<file path="src/rtl/alarm_siren_ctrl.sv">
// Alarm siren sequencer: entry delay, pulsed siren with timeout, hold-off and a
// saturating trip counter.
module alarm_siren_ctrl #(
  parameter int DELAY_CYC = 16,
  parameter int SIREN_CYC = 64,
  parameter int TONE_HALF = 4
) (
  input  logic       clk,
  input  logic       rst_n,
  input  logic       alarm,
  input  logic       panic,
  input  logic       en,
  input  logic       silence,
  output logic       siren,
  output logic       strobe,
  output logic [1:0] state,
  output logic [3:0] trip_cnt
);

  // state | meaning
  // IDLE  | waiting for a trip (armed alarm) or panic
  // DELAY | entry delay running, disarm cancels
  // SOUND | siren pulsing, duration counter running
  // HOLD  | siren timed out, strobe stays on until silenced
  typedef enum logic [1:0] {IDLE = 2'b00, DELAY = 2'b01, SOUND = 2'b10, HOLD = 2'b11} state_t;

  localparam logic [7:0] DLY_LAST  = 8'(DELAY_CYC - 1);
  localparam logic [7:0] DUR_LAST  = 8'(SIREN_CYC - 1);
  localparam logic [7:0] TONE_LAST = 8'(TONE_HALF - 1);

  state_t     cur, cur_nx;
  logic [7:0] dly_cnt, dly_nx;
  logic [7:0] dur_cnt, dur_nx;
  logic [7:0] tone_cnt, tone_nx;
  logic       tone_phase, phase_nx;
  logic       enter_sound;
  logic       sil_ok;

  assign sil_ok = silence & ~panic;

  always_comb begin
    cur_nx      = cur;
    dly_nx      = dly_cnt;
    dur_nx      = dur_cnt;
    tone_nx     = tone_cnt;
    phase_nx    = tone_phase;
    enter_sound = 1'b0;
    case (cur)
      IDLE: begin
        if (panic) enter_sound = 1'b1;
        else if (alarm && en) begin
          cur_nx = DELAY;
          dly_nx = 8'd0;
        end
      end
      DELAY: begin
        if (panic)                   enter_sound = 1'b1;
        else if (!en)                cur_nx = IDLE;
        else if (dly_cnt == DLY_LAST) enter_sound = 1'b1;
        else                         dly_nx = dly_cnt + 8'd1;
      end
      SOUND: begin
        if (sil_ok)                   cur_nx = IDLE;
        else if (dur_cnt == DUR_LAST) cur_nx = HOLD;
        else begin
          dur_nx = dur_cnt + 8'd1;
          // tone phase tracks floor(duration / TONE_HALF) parity without a divider
          if (tone_cnt == TONE_LAST) begin
            tone_nx  = 8'd0;
            phase_nx = ~tone_phase;
          end else begin
            tone_nx = tone_cnt + 8'd1;
          end
        end
      end
      HOLD: begin
        if (panic)        enter_sound = 1'b1;
        else if (silence) cur_nx = IDLE;
      end
      default: cur_nx = IDLE;
    endcase
    if (enter_sound) begin
      cur_nx   = SOUND;
      dur_nx   = 8'd0;
      tone_nx  = 8'd0;
      phase_nx = 1'b0;
    end
  end

  always_ff @(posedge clk or negedge rst_n) begin
    if (!rst_n) begin
      cur        <= IDLE;
      dly_cnt    <= 8'd0;
      dur_cnt    <= 8'd0;
      tone_cnt   <= 8'd0;
      tone_phase <= 1'b0;
      siren      <= 1'b0;
      strobe     <= 1'b0;
      trip_cnt   <= 4'd0;
    end else begin
      cur        <= cur_nx;
      dly_cnt    <= dly_nx;
      dur_cnt    <= dur_nx;
      tone_cnt   <= tone_nx;
      tone_phase <= phase_nx;
      siren      <= (cur_nx == SOUND) && !phase_nx;
      strobe     <= (cur_nx == SOUND) || (cur_nx == HOLD);
      if (enter_sound && trip_cnt != 4'd15) trip_cnt <= trip_cnt + 4'd1;
    end
  end

  assign state = cur;

endmodule
</file>
<file path="config.mk">
export PLATFORM = sky130hd
export DESIGN_NAME = alarm_siren_ctrl
export DESIGN_NICKNAME = d
export VERILOG_FILES = /design/src/rtl/alarm_siren_ctrl.sv
export SDC_FILE = /design/constraint.sdc
export NUM_CORES = 1
export LEC_CHECK = 0
export CORE_ASPECT_RATIO = 0.75
export CORE_MARGIN = 2
export CORE_UTILIZATION = 40
export DETAILED_ROUTE_END_ITERATION = 7
export PLACE_DENSITY = 0.57
export REMOVE_ABC_BUFFERS = 1
export SETUP_SLACK_MARGIN = 0.02
export SYNTH_ARGS = -nofsm -noshare
export SYNTH_HDL_FRONTEND = slang
export SYNTH_SLANG_ARGS = --single-unit
</file>
<file path="constraint.sdc">
create_clock -name clk -period 2.2 [get_ports clk]
set_clock_uncertainty 0.1 [all_clocks]
set_input_delay 0.44 -clock clk [delete_from_list [all_inputs] [get_ports clk]]
set_output_delay 0.44 -clock clk [all_outputs]
set_load 0.05 [all_outputs]
</file>
==> impl_metrics.prom <==
# TYPE chip_impl_metric gauge
chip_impl_metric{name="swShare",unit=""} 0.431
chip_impl_metric{name="clk_transition_reported_paths",unit="ps"} 70
chip_impl_metric{name="syn-cell-area",unit="sq mm"} 0.00179
chip_impl_metric{name="final_cells",unit=""} 277
chip_impl_metric{name="global_route.overflow_total",unit=""} 0
chip_impl_info{name="cts_tree",value="done"} 1
chip_impl_metric{name="synth.ff_latch_count",unit=""} 33
chip_impl_metric{name="clk_path_buf_depth",unit=""} 2
chip_impl_metric{name="antenna_found_initial",unit=""} 0
chip_impl_info{name="critical_path.startpoint_type",value="flop"} 1
chip_impl_metric{name="finish.instance_area",unit="sq mm"} 0.00226
chip_impl_metric{name="power_switching",unit="W"} 0.00121
chip_impl_metric{name="via_per_inst",unit=""} 5.21
chip_impl_metric{name="antenna_cells",unit=""} 0
chip_impl_metric{name="area_taken_by_multi_input_logic_gates",unit="sq um"} 932
chip_impl_metric{name="start_util",unit=""} 0.408
chip_impl_metric{name="sequentialPowerShare",unit=""} 0.321
chip_impl_info{name="worstSetupEndpointType",value="flop"} 1
chip_impl_metric{name="hpwl",unit="um"} 2800
chip_impl_metric{name="first_iteration_detailed_routing_drc_count",unit=""} 101
chip_impl_metric{name="number_of_global_route_vias_before_repair",unit=""} 1362
chip_impl_metric{name="tritoncts.num_buffers",unit=""} 5
chip_impl_metric{name="post_place_instance_area",unit="sq mm"} 0.00214
chip_impl_metric{name="finalHoldViolCount",unit=""} 0
chip_impl_metric{name="async_reset_ff_frac",unit=""} 1.00
chip_impl_metric{name="inst_count_dp",unit=""} 267
chip_impl_metric{name="tritoncts_num_sinks",unit=""} 33
chip_impl_metric{name="finalSetupViolCount",unit=""} 0
chip_impl_metric{name="gate_count_after_technology_mapping",unit=""} 177
chip_impl_metric{name="synth_enable_flop_cells",unit=""} 0
chip_impl_metric{name="yosysWarningCount",unit=""} 0
chip_impl_metric{name="power.static_leakage",unit="nW"} 1.06
chip_impl_metric{name="pin_count",unit=""} 14
chip_impl_metric{name="worst_slew_margin_rel",unit=""} 0.667
chip_impl_metric{name="dieHeight",unit="um"} 62.0
chip_impl_metric{name="floorplan.die_area",unit="sq mm"} 0.00504
chip_impl_metric{name="yosys.cell_types.count",unit=""} 42
chip_impl_metric{name="share_clk_of_total_power",unit=""} 0.157
chip_impl_metric{name="cp_data_arrival_time",unit="ps"} 2260
chip_impl_metric{name="fillCellCount",unit=""} 399
chip_impl_metric{name="power_report.internal_total",unit="W"} 0.00160
chip_impl_metric{name="maximum_number_of_pins_on_one_net_before_global_route_repair",unit=""} 34
chip_impl_metric{name="worst-path-max-fanout",unit=""} 8
chip_impl_info{name="hold_path.class",value="flop to flop"} 1
chip_impl_info{name="grt_setup_unrepaired",value="true"} 1
chip_impl_metric{name="required",unit="ps"} 2300
chip_impl_metric{name="synth_sequential_area_ratio",unit=""} 0.461
chip_impl_metric{name="syn2layout_area_growth",unit="%"} 26.0
chip_impl_metric{name="fin_crit",unit="ps"} 2150
chip_impl_metric{name="rows",unit=""} 21
chip_impl_metric{name="design.core.area",unit="sq mm"} 0.00439
chip_impl_metric{name="power_density",unit="mW/mm^2"} 1250
chip_impl_info{name="worst-setup-path-type",value="flop to flop"} 1
chip_impl_metric{name="timing.fmax",unit="MHz"} 464
chip_impl_metric{name="grt_use_total",unit=""} 0.170
chip_impl_metric{name="routabilityCongestion",unit=""} 0.824
chip_impl_metric{name="grt_pass1_wl",unit="um"} 6420
chip_impl_metric{name="remaining_drc_errors",unit=""} 0
chip_impl_metric{name="dr.pass1.iters",unit=""} 5
chip_impl_metric{name="layout-drive-gt1-share",unit=""} 0.223
chip_impl_metric{name="design.final.nets",unit=""} 233
chip_impl_metric{name="regArea",unit="sq um"} 826
chip_impl_metric{name="routedWlPerCell",unit="um"} 14.1
chip_impl_metric{name="clock_insertion_delay_worst_skew",unit="ps"} 280
chip_impl_info{name="synth_ff_type",value="sky130_fd_sc_hd__dfrtp_1"} 1
chip_impl_metric{name="p_comb_frac",unit=""} 0.522
chip_impl_metric{name="timing.final.crit_share",unit=""} 0.979
chip_impl_metric{name="floorplan_die_width",unit="um"} 81.3
chip_impl_metric{name="port_buffers",unit=""} 13
chip_impl_info{name="clock-root-buffer",value="sky130_fd_sc_hd__clkbuf_8"} 1
chip_impl_info{name="run_status",value="complete, no violations"} 1
chip_impl_metric{name="ant_nets",unit=""} 0
chip_impl_metric{name="vias",unit=""} 1443
chip_impl_metric{name="vdd_ir_drop_max",unit="mV"} 0.814
chip_impl_metric{name="cts_hold_buffers",unit=""} 0
chip_impl_metric{name="max_cap_viols",unit=""} 0
chip_impl_metric{name="cts_htree_levels",unit=""} 2
chip_impl_metric{name="slew_viol_final",unit=""} 0
chip_impl_metric{name="routed_wirelength",unit="um"} 3920
chip_impl_metric{name="postSynthAreaPerCell",unit="sq um"} 10.1
chip_impl_metric{name="max_slew.worst_pin.slew",unit="ps"} 498
## kinds of logic after synthesis
logic type      after synthesis  share of synthesized area
xor+xnor                     14                     0.0684
mux                           4                     0.0237
flops                        33                      0.461
buf+inv                      12                     0.0300
simple gates                 74                      0.239
fa+ha+maj                     8                     0.0559
compound gates               32                      0.122
## routing by layer
layer | track usage | vias up | share of wire
met3 | 0.0448 | 4 | 0.031
met1 | 0.240 | 684 | 0.51
met2 | 0.258 | 26 | 0.45
li1 | - | 729 | -
met5 | 0 | - | 0
met4 | 0.0508 | 0 | 0.0046
## metrics by stage
step                TNS (ps)  total power (W)  setup WS (ps)   util  hold slack [ps]
finish                     0          0.00282           46.3  0.515              439
global route           -41.2          0.00304          -41.2  0.515              466
CTS                        0          0.00280           21.3  0.507              456
detailed placement      -547          0.00236           -145  0.488              443
global placement        -285          0.00232          -89.0  0.488              409
floorplan              -3020          0.00179           -276      -             44.4
## synthesized netlist by cell type, types with 4 or more instances
library cell              instances  share of area
sky130_fd_sc_hd__or3_1            5          0.017
sky130_fd_sc_hd__ha_1             8          0.056
sky130_fd_sc_hd__dfrtp_1         33           0.46
sky130_fd_sc_hd__a21oi_1         12          0.034
sky130_fd_sc_hd__or4_1            4          0.017
sky130_fd_sc_hd__inv_1            9          0.019
sky130_fd_sc_hd__nand3_1          8          0.022
sky130_fd_sc_hd__xor2_1          12          0.059
sky130_fd_sc_hd__nor2_1          18          0.038
sky130_fd_sc_hd__nand2_1         12          0.025
sky130_fd_sc_hd__o31ai_1          4          0.017
sky130_fd_sc_hd__o21ai_0          6          0.017
sky130_fd_sc_hd__nand4_1         10          0.035
## path summary, 6_finish.rpt
kind	from	slack [ps]	depth (start not counted)	to
worst max-delay path	dur_cnt[1]	50	7	tone_cnt[3]
worst min-delay path	trip_cnt[0]	440	1	trip_cnt[0]
max in group asynchronous	rst_n	1230	2	strobe
worst max register to register	dur_cnt[1]	50	7	tone_cnt[3]
worst min register to register	trip_cnt[0]	440	1	trip_cnt[0]
min in group asynchronous	rst_n	470	2	tone_cnt[7]
## layout make-up
type / count / share of cell area
Multi-Input combinational cell: 132 / 0.413
Sequential cell: 33 / 0.366
Inverter: 9 / 0.0150
Clock buffer: 6 / 0.0321
Timing Repair Buffer: 38 / 0.139
Tap cell: 57 / 0.0316
Clock inverter: 2 / 0.00443
## power by group through the flow
stage	clock, W	combinational (W)	sequential, W
6_report	0.000442	0.00147	0.000905
5_1_grt	0.000477	0.00163	0.000934
4_1_cts	0.000452	0.00145	0.000906
3_5_place_dp	0	0.00144	0.000916
3_3_place_gp	0	0.00141	0.000906
2_1_floorplan	0	0.000625	0.00117
## state kept, by name (all words and copies together), names as in the netlist
name        flops
siren           1
state           2
strobe          1
trip_cnt        4
dly_cnt         8
tone_phase      1
dur_cnt         8
tone_cnt        8
## cell usage in the layout, fill, tap and decap left out, types with 10 or more instances in the layout
cell,synthesis,routed
sky130_fd_sc_hd__buf_4,0,27
sky130_fd_sc_hd__a21oi_1,12,11
sky130_fd_sc_hd__nand4_1,10,10
sky130_fd_sc_hd__xor2_1,12,12
sky130_fd_sc_hd__nor2_1,18,18
sky130_fd_sc_hd__clkdlybuf4s50_1,0,11
sky130_fd_sc_hd__nand2_1,12,11
sky130_fd_sc_hd__dfrtp_1,33,33
## repair_timing
action                                  4_1_cts  5_1_grt
endpoints found under the setup margin        4       17
pin swaps                                     1        2
setup buffers                                 0        2
resized for setup                             1        7
hold endpoints to repair                      0        0
## critical path, cell delays in order (launching register included)
cell	delay, ps
sky130_fd_sc_hd__dfrtp_1	420
sky130_fd_sc_hd__ha_1	210
sky130_fd_sc_hd__nor3b_1	150
sky130_fd_sc_hd__a211o_1	320
sky130_fd_sc_hd__and3_4	200
sky130_fd_sc_hd__buf_4	150
sky130_fd_sc_hd__or3_4	370
sky130_fd_sc_hd__a21oi_2	150
Power figures use the tool's default switching activity.
